**src/rtl/calle_if.sv**
```systemverilog
// calle_if: tester-facing bundle of enable, pedestrian buttons and the two street lights
interface calle_if;
    logic       enb;
    logic       a_peatonal;
    logic       b_peatonal;
    logic [1:0] semaforo_a;
    logic [1:0] semaforo_b;

    modport master (output enb, a_peatonal, b_peatonal, input semaforo_a, semaforo_b);
    modport slave  (input enb, a_peatonal, b_peatonal, output semaforo_a, semaforo_b);
endinterface

```
**src/rtl/calle_ctrl.sv**
```systemverilog
// calle_ctrl: two-street traffic light sequencer with pedestrian-shortened greens
module calle_ctrl #(
    parameter int T_VERDE     = 10,
    parameter int T_MIN_VERDE = 4,
    parameter int T_AMARILLO  = 3,
    parameter int T_ROJO      = 2
) (
    input logic    clk,
    input logic    reset,
    calle_if.slave bus
);
    typedef enum logic [2:0] {ROJO_1, A_VERDE, A_AMARILLO, ROJO_2, B_VERDE, B_AMARILLO} state_t;

    localparam int T_MAX = (T_VERDE > T_AMARILLO)
                         ? ((T_VERDE > T_ROJO) ? T_VERDE : T_ROJO)
                         : ((T_AMARILLO > T_ROJO) ? T_AMARILLO : T_ROJO);
    localparam int TW = (T_MAX < 2) ? 1 : $clog2(T_MAX);
    localparam logic [TW-1:0] LV = TW'(T_VERDE - 1);
    localparam logic [TW-1:0] LA = TW'(T_AMARILLO - 1);
    localparam logic [TW-1:0] LR = TW'(T_ROJO - 1);
    localparam logic [TW-1:0] LM = TW'(T_MIN_VERDE - 1);

    state_t          state_q, state_d;
    logic [TW-1:0]   timer_q, timer_d;
    logic            pend_a_q, pend_a_d;
    logic            pend_b_q, pend_b_d;
    logic [1:0]      sem_a_q, sem_a_d;
    logic [1:0]      sem_b_q, sem_b_d;
    logic [TW-1:0]   lim;
    logic            cut;
    logic            go;

    // next state, timer and request latches; lights decoded from the next state so they flip with it
    always_comb begin
        lim      = (state_q == A_VERDE || state_q == B_VERDE) ? LV :
                   (state_q == A_AMARILLO || state_q == B_AMARILLO) ? LA : LR;
        cut      = (state_q == A_VERDE && (pend_a_q || bus.a_peatonal)) ||
                   (state_q == B_VERDE && (pend_b_q || bus.b_peatonal));
        go       = bus.enb && (timer_q == lim || (cut && timer_q >= LM));
        state_d  = !go ? state_q : (state_q == B_AMARILLO) ? ROJO_1 : state_t'(state_q + 3'd1);
        timer_d  = go ? '0 : bus.enb ? timer_q + TW'(1) : timer_q;
        pend_a_d = (state_q == A_VERDE) && !go && (pend_a_q || bus.a_peatonal);
        pend_b_d = (state_q == B_VERDE) && !go && (pend_b_q || bus.b_peatonal);
        sem_a_d  = (state_d == A_VERDE) ? 2'b01 : (state_d == A_AMARILLO) ? 2'b10 : 2'b11;
        sem_b_d  = (state_d == B_VERDE) ? 2'b01 : (state_d == B_AMARILLO) ? 2'b10 : 2'b11;
    end

    // state register with async clear to all-red
    always_ff @(posedge clk or negedge reset) begin
        if (!reset) begin
            state_q  <= ROJO_1;
            timer_q  <= '0;
            pend_a_q <= 1'b0;
            pend_b_q <= 1'b0;
            sem_a_q  <= 2'b11;
            sem_b_q  <= 2'b11;
        end else begin
            state_q  <= state_d;
            timer_q  <= timer_d;
            pend_a_q <= pend_a_d;
            pend_b_q <= pend_b_d;
            sem_a_q  <= sem_a_d;
            sem_b_q  <= sem_b_d;
        end
    end

    assign bus.semaforo_a = sem_a_q;
    assign bus.semaforo_b = sem_b_q;
endmodule

```
**src/flat_wrapper.sv**
```systemverilog
// flat-port wrapper written by rule: the top's interface ports become plain ports
module calle_ctrl_flat 
#(
    parameter int T_VERDE     = 10,
    parameter int T_MIN_VERDE = 4,
    parameter int T_AMARILLO  = 3,
    parameter int T_ROJO      = 2
)
  (clk, reset, bus_enb, bus_a_peatonal, bus_b_peatonal, bus_semaforo_a, bus_semaforo_b);
  calle_if bus_i ();
  input logic clk;
  input logic reset;
  input wire logic [$bits(bus_i.enb)-1:0] bus_enb;
  input wire logic [$bits(bus_i.a_peatonal)-1:0] bus_a_peatonal;
  input wire logic [$bits(bus_i.b_peatonal)-1:0] bus_b_peatonal;
  output wire logic [$bits(bus_i.semaforo_a)-1:0] bus_semaforo_a;
  output wire logic [$bits(bus_i.semaforo_b)-1:0] bus_semaforo_b;
  assign bus_i.enb = bus_enb;
  assign bus_i.a_peatonal = bus_a_peatonal;
  assign bus_i.b_peatonal = bus_b_peatonal;
  assign bus_semaforo_a = bus_i.semaforo_a;
  assign bus_semaforo_b = bus_i.semaforo_b;
  calle_ctrl #(.T_VERDE(T_VERDE), .T_MIN_VERDE(T_MIN_VERDE), .T_AMARILLO(T_AMARILLO), .T_ROJO(T_ROJO)) u_core (.clk(clk), .reset(reset), .bus(bus_i));
endmodule
```
**config.mk**
```make
export PLATFORM = sky130hd
export DESIGN_NAME = calle_ctrl_flat
export DESIGN_NICKNAME = d
export VERILOG_FILES = /design/src/rtl/calle_if.sv /design/src/rtl/calle_ctrl.sv /design/src/flat_wrapper.sv
export SDC_FILE = /design/constraint.sdc
export NUM_CORES = 1
export LEC_CHECK = 0
export CORE_MARGIN = 4
export CORE_UTILIZATION = 56
export CTS_BUF_LIST = sky130_fd_sc_hd__clkbuf_4 sky130_fd_sc_hd__clkbuf_8
export DETAILED_ROUTE_END_ITERATION = 8
export HOLD_SLACK_MARGIN = 0.02
export PLACE_DENSITY_LB_ADDON = 0.2
export SLEW_MARGIN = 20
export SYNTH_ARGS = -nofsm -noshare
export SYNTH_HDL_FRONTEND = slang
export SYNTH_SLANG_ARGS = --single-unit
export TNS_END_PERCENT = 10
```
**constraint.sdc**
```tcl
create_clock -name clk -period 2.05 [get_ports clk]
set_input_delay 0.205 -clock clk [delete_from_list [all_inputs] [get_ports clk]]
set_output_delay 0.205 -clock clk [all_outputs]
set_load 0.02 [all_outputs]
```
### Yosys cells after proc, flatten, opt, wreduce, memory -nomap -nowiden

Index checks and enable logic that the tools add are counted.

| storage, ports and cells | value |
|---|---|
| bits in registers | 13 |
| bits of input ports | 5 |
| word-level logic and storage cells | 44 |

| operators by class | value |
|---|---|
| reduce and logical (&&, ||, !) cells | 16 |
| add/subtract/negate cells | 2 |
| multiplexer cells | 10 |
| $lt $le $gt $ge | 1 |
| eq/ne operators | 9 |

Operators by type and width:

| kind | count |
|---|---|
| == test 3 bit (second input constant) | 4 |
| two-way mux 4 bit | 3 |
| logical AND 1 bit | 8 |
| == test 3 x 1 -> 1 bit (second input constant) | 2 |
| == test 3 x 2 -> 1 bit (second input constant) | 2 |
| logical OR 1 bit | 6 |
| two-way mux 2 bit | 3 |
| two-way mux 3 bit | 2 |
| adder 4 x 1 -> 4 bit (second input constant) | 1 |
| == test 4 bit | 1 |
| >= comparator 4 x 2 -> 1 bit (second input constant) | 1 |
| adder 3 x 1 -> 3 bit (second input constant) | 1 |
| two-way mux 1 bit | 2 |
| nonzero test 2 bit | 1 |
| logical NOT 1 bit | 1 |

### Depth between registers and ports, before layout

Gate-level depths: netlist (run 1).

| logic depth | value |
|---|---|
| depth after elaboration | 11 |
| mapped depth | 6 |
| depth with buffers taken out | 5 |

### Worst setup path before layout (run 1)

OpenSTA, ideal clock, no wires.

| timing | value |
|---|---|
| path kind | flip-flop to flip-flop |
| start | register u_core.state_q[2] |
| end | register u_core.sem_a_q[0], in the netlist u_core.bus.semaforo_a[0] |
| path buffers | 1 |
| stages on the path, launching flop included | 7 |
| setup time | 75 ps |
| data arrival time | 1733 ps |
| slack | 242 ps |
| cells stage by stage | dfrtp_1 buf_6 nor3b_1 a22oi_1 o32a_4 a21oi_4 mux2i_1 |

| on the way | value |
|---|---|
| word-level cells in the longest chain between the ends | 11 |
| elaborated cells between the ends (all ways) | 22 |
| those cells by class | add/sub: 1; eq/ne: 7; mux: 6; reduce/logical: 8 |

Ends and longest elaborated chain:

| item | RTL line | source |
|---|---|---|
| start: declaration | calle_ctrl.sv:23 | `state_t state_q, state_d;` |
| start signal: assignment | calle_ctrl.sv:58 | `state_q <= state_d;` |
| == test 3 x 2 -> 1 bit or == test 3 bit (tied branches) | calle_ctrl.sv:36, calle_ctrl.sv:40 |  |
| logical OR 1 bit | calle_ctrl.sv:36 | `(state_q == A_AMARILLO \|\| state_q == B_AMARILLO) ? LA : LR;` |
| two-way mux 2 bit | calle_ctrl.sv:36 |  |
| two-way mux 4 bit | calle_ctrl.sv:35 | `lim = (state_q == A_VERDE \|\| state_q == B_VERDE) ? LV :` |
| == test 4 bit | calle_ctrl.sv:39 | `go = bus.enb && (timer_q == lim \|\| (cut && timer_q >= LM));` |
| logical OR 1 bit | calle_ctrl.sv:39 |  |
| logical AND 1 bit | calle_ctrl.sv:39 |  |
| two-way mux 3 bit * | calle_ctrl.sv:40 | `state_d = !go ? state_q : (state_q == B_AMARILLO) ? ROJO_1 : state_t'(state_q + 3'd1);` |
| == test 3 x 2 -> 1 bit | calle_ctrl.sv:44 | `sem_a_d = (state_d == A_VERDE) ? 2'b01 : (state_d == A_AMARILLO) ? 2'b10 : 2'b11;` |
| two-way mux 1 bit | calle_ctrl.sv:44 |  |
| two-way mux 2 bit * | calle_ctrl.sv:44 |  |
| via u_core.sem_a_d[0] | calle_ctrl.sv:27 | `logic [1:0] sem_a_q, sem_a_d;` |
| end signal: assignment | calle_ctrl.sv:62 | `sem_a_q <= sem_a_d;` |
| end: declaration | calle_ctrl.sv:27 |  |

Mark *: on every way through the listed nets, which the timed path passes. The rest lies on a longest branch.
A chain may end at the register's enable or synchronous reset.

### Final worst setup path (run 1)

| timing | value |
|---|---|
| start | register u_core.state_q[1] |
| end | register u_core.sem_a_q[1], in the netlist u_core.bus.semaforo_a[1] |

| on the way | value |
|---|---|
| word-level cells in the longest chain between the ends | 10 |
| elaborated cells between the ends (all ways) | 20 |
| those cells by class | add/sub: 1; eq/ne: 6; mux: 5; reduce/logical: 8 |

Ends and longest elaborated chain:

| item | RTL line |
|---|---|
| == test 3 x 2 -> 1 bit or == test 3 bit (tied branches) | calle_ctrl.sv:36, calle_ctrl.sv:40 |
| logical OR 1 bit | calle_ctrl.sv:36 |
| two-way mux 2 bit | calle_ctrl.sv:36 |
| two-way mux 4 bit | calle_ctrl.sv:35 |
| == test 4 bit | calle_ctrl.sv:39 |
| logical OR 1 bit | calle_ctrl.sv:39 |
| logical AND 1 bit | calle_ctrl.sv:39 |
| two-way mux 3 bit * | calle_ctrl.sv:40 |
| == test 3 x 1 -> 1 bit * | calle_ctrl.sv:44 |
| two-way mux 2 bit * | calle_ctrl.sv:44 |
| via u_core.sem_a_d[1] | calle_ctrl.sv:27 |

Marks and branches as above.

==> impl_metrics.toml, run 1 <==
[floorplanning]
fp.dieH_um = 44.5
die_w_um = 44.5
pin_count = 9
core_area_um2 = 1190
dieArea_um2 = 1980
row_count = 12
start_util = 0.629

[final_layout]
drive_above_1_share = 0.218
postLayoutCellArea_um2 = 888
regArea_um2 = 332
area.growth.synth_to_final_pct = 19.1
multi_input_area_um2 = 377
mostFrequentLayoutCells = "8 x clkdlybuf4s50_1, 8 x dfrtp_1, 6 x mux2i_1, 5 x inv_1"
diodes = 0
nFillCells = 89
nNetsFinal = 94

[cts]
cts_setup_buffers = 0
htree_levels = 1
insertion_delay_ps = 280
cts_resized = 0
root_buffer = "clkbuf_4"
holdBufCountCts = 0
ctsLongestPathBuffers = 2
path_clk_slew_ps = 80
cts_buffers = 3
cts_sinks = 13
cts_tree = "yes"

[global_routing]
grt_pass1_wl_mm = 2.52
grt.total_usage = 0.174
grt_overflow = 0
antenna_found_initial = 0
grt_max_degree = 14
grt_pass1_vias = 543

[logic_synthesis]
synth_cell_types = 33
avgSynthCellArea_um2 = 10.2
synth_area_um2 = 746
synth_warnings = 0
syn-instance-count = 73
syn_nets = 79
ys_seq_elements = 13
seq_area_frac_synth = 0.443

[detailed_routing]
antenna_left = 0
first_iter_violations = 18
drt_wl_total_mm = 1.50
dr.pass1.iters = 4
route.detailed.drc = 0
via_per_inst = 5.81
wire_per_inst_um = 14.9
vias = 587

[critical_path]
slowest_delay_ps = 500
critPathTopFamily = "compound AO/OA/AOI/OAI gates"
cpMaxStageDelayCell = "dfrtp_1"
rr_startpoint = "u_core.state_q[1]$_DFF_PN0_"
critPathLaunchType = "flop"
critPathMaxFanout = 9
crit_chain = "inv_2, a311o_1, o32a_4, a21oi_4, mux2i_1"
required_ps = 2250
path_buf_inv = 1
end_kind = "flop"
crit_type = "reg2reg"
rr_worst_depth = 5
cp.depth = 5
reg2reg_setup_slack_ps = 120
rr_endpoint = "u_core.bus.semaforo_a[1]$_DFF_PN1_"
arrival_ps = 2130

[sta]
hold_violations = 0
fin_crit_sh = 0.942
setup_viol_count_final = 0
rsz0062_at_grt = "false"
fin_tns_setup_ps = 0
worst_clock_skew_ps = 4.31
worstMarginPinSlew_ps = 582
holdWs_ps = 292
fmax_mhz = 518
slew_headroom = 0.611
layout_min_cycle_time_ps = 1930
slew_viol_final = 0

[placement]
portBuffers = 8
placed_area_um2 = 857
post-dp-hpwl_mm = 1.06
place_congestion = 0.842

[worst_hold_path]
min_path_type = "in2async"

[job]
max_cap_viol_count = 0

[power_and_ir_drop]
vdd_ir_drop_max_mv = 0.992
powerDensity_nw_per_um2 = 1560
p_leak_nw = 0.375
p_total_w = 0.00138

[status]
status = "finished clean"
-- state kept, by name, summed over array words and instances, names as in the netlist --
| register | flops |
|---|---|
| u_core.pend_b_q | 1 |
| u_core.pend_a_q | 1 |
| u_core.bus.semaforo_b | 2 |
| u_core.timer_q | 4 |
| u_core.bus.semaforo_a | 2 |
| u_core.state_q | 3 |
-- power by group --
part | internal, W | switching [W]
combinational | 0.000336 | 0.000363
clock | 0.0000887 | 0.0000862
sequential | 0.000378 | 0.000133
total | 0.000803 | 0.000582
-- cell usage after synthesis (all sizes together) --
| library cell | n | share of area |
|---|---|---|
| dfrtp | 9 | 0.30 |
| inv | 6 | 0.030 |
| mux2i | 6 | 0.081 |
| a21oi | 4 | 0.042 |
| dfstp | 4 | 0.14 |
| nand2 | 4 | 0.020 |
| nor2 | 4 | 0.020 |
| nand3 | 3 | 0.020 |
| nor3 | 3 | 0.020 |
| a31oi | 2 | 0.017 |
| and3 | 2 | 0.017 |
| buf | 2 | 0.022 |
| nand2b | 2 | 0.017 |
| nand4 | 2 | 0.017 |
| nor3b | 2 | 0.027 |
| o21ai | 2 | 0.013 |
| o2bb2ai | 2 | 0.023 |
| or2 | 2 | 0.017 |
| xor2 | 2 | 0.023 |
| a21o | 1 | 0.010 |
| a22oi | 1 | 0.010 |
| a311o | 1 | 0.013 |
| and3b | 1 | 0.012 |
| ha | 1 | 0.017 |
| nor2b | 1 | 0.0084 |
| nor4b | 1 | 0.012 |
| o22ai | 1 | 0.0084 |
| o32a | 1 | 0.030 |
| or2b | 1 | 0.010 |
-- routing by layer --
layer | up-vias | global-route usage | wire (um)
met5 | - | 0 | 0
met4 | 0 | 0.0602 | 10
met3 | 2 | 0.0488 | 74
met2 | 17 | 0.235 | 676
met1 | 277 | 0.263 | 738
li1 | 291 | - | -
-- through the flow --
| stage | utilization | setup WS (ps) | cells |
|---|---|---|---|
| floorplan | - | 242 | 73 |
| global placement | 0.723 | 171 | 97 |
| detailed placement | 0.723 | 121 | 97 |
| CTS | 0.748 | 90.3 | 101 |
| global route | 0.749 | 35.4 | 101 |
| finish | 0.749 | 120 | 101 |
-- how the worst max path moves through the flow --
stage | end | slack (ps) | startpoint
after global placement | u_core.bus.semaforo_a[1]$_DFF_PN1_ | 170 | u_core.state_q[1]$_DFF_PN0_
after CTS | u_core.bus.semaforo_a[1]$_DFF_PN1_ | 90 | u_core.state_q[0]$_DFF_PN0_
after floorplan | u_core.bus.semaforo_a[0]$_DFF_PN1_ | 240 | u_core.state_q[2]$_DFF_PN0_
after global routing | u_core.bus.semaforo_a[0]$_DFF_PN1_ | 40 | u_core.state_q[1]$_DFF_PN0_
after detailed placement | u_core.bus.semaforo_a[1]$_DFF_PN1_ | 120 | u_core.state_q[0]$_DFF_PN0_
final | u_core.bus.semaforo_a[1]$_DFF_PN1_ | 120 | u_core.state_q[1]$_DFF_PN0_
-- cells by family after synthesis --
family / Yosys count / synth area share
compound gates: 15 / 0.168
xor+xnor: 2 / 0.0235
fa+ha+maj: 1 / 0.0168
buf+inv: 8 / 0.0520
flops: 13 / 0.443
mux: 6 / 0.0805
simple gates: 28 / 0.216
-- final cells by class --
cell class,instances,share of cell area
clock buffer,4,0.0338
inverter,6,0.0254
multi-input combinational,52,0.424
sequential,13,0.373
tap,14,0.0197
timing repair buffer,12,0.124
No activity file was read; power rests on OpenSTA's default activity.
==> inputs of run 2 (changes only) <==
--- a/config.mk
+++ b/config.mk
@@ -5,6 +5,7 @@
 export SDC_FILE = /design/constraint.sdc
 export NUM_CORES = 1
 export LEC_CHECK = 0
+export CAP_MARGIN = 25
 export CORE_MARGIN = 4
 export CORE_UTILIZATION = 56
 export CTS_BUF_LIST = sky130_fd_sc_hd__clkbuf_4 sky130_fd_sc_hd__clkbuf_8
@@ -15,4 +16,4 @@
 export SYNTH_ARGS = -nofsm -noshare
 export SYNTH_HDL_FRONTEND = slang
 export SYNTH_SLANG_ARGS = --single-unit
-export TNS_END_PERCENT = 10
+export TNS_END_PERCENT = 5
==> results of run 2 <==
No change in the layout: final DEF, timing and power equal those of run 1.
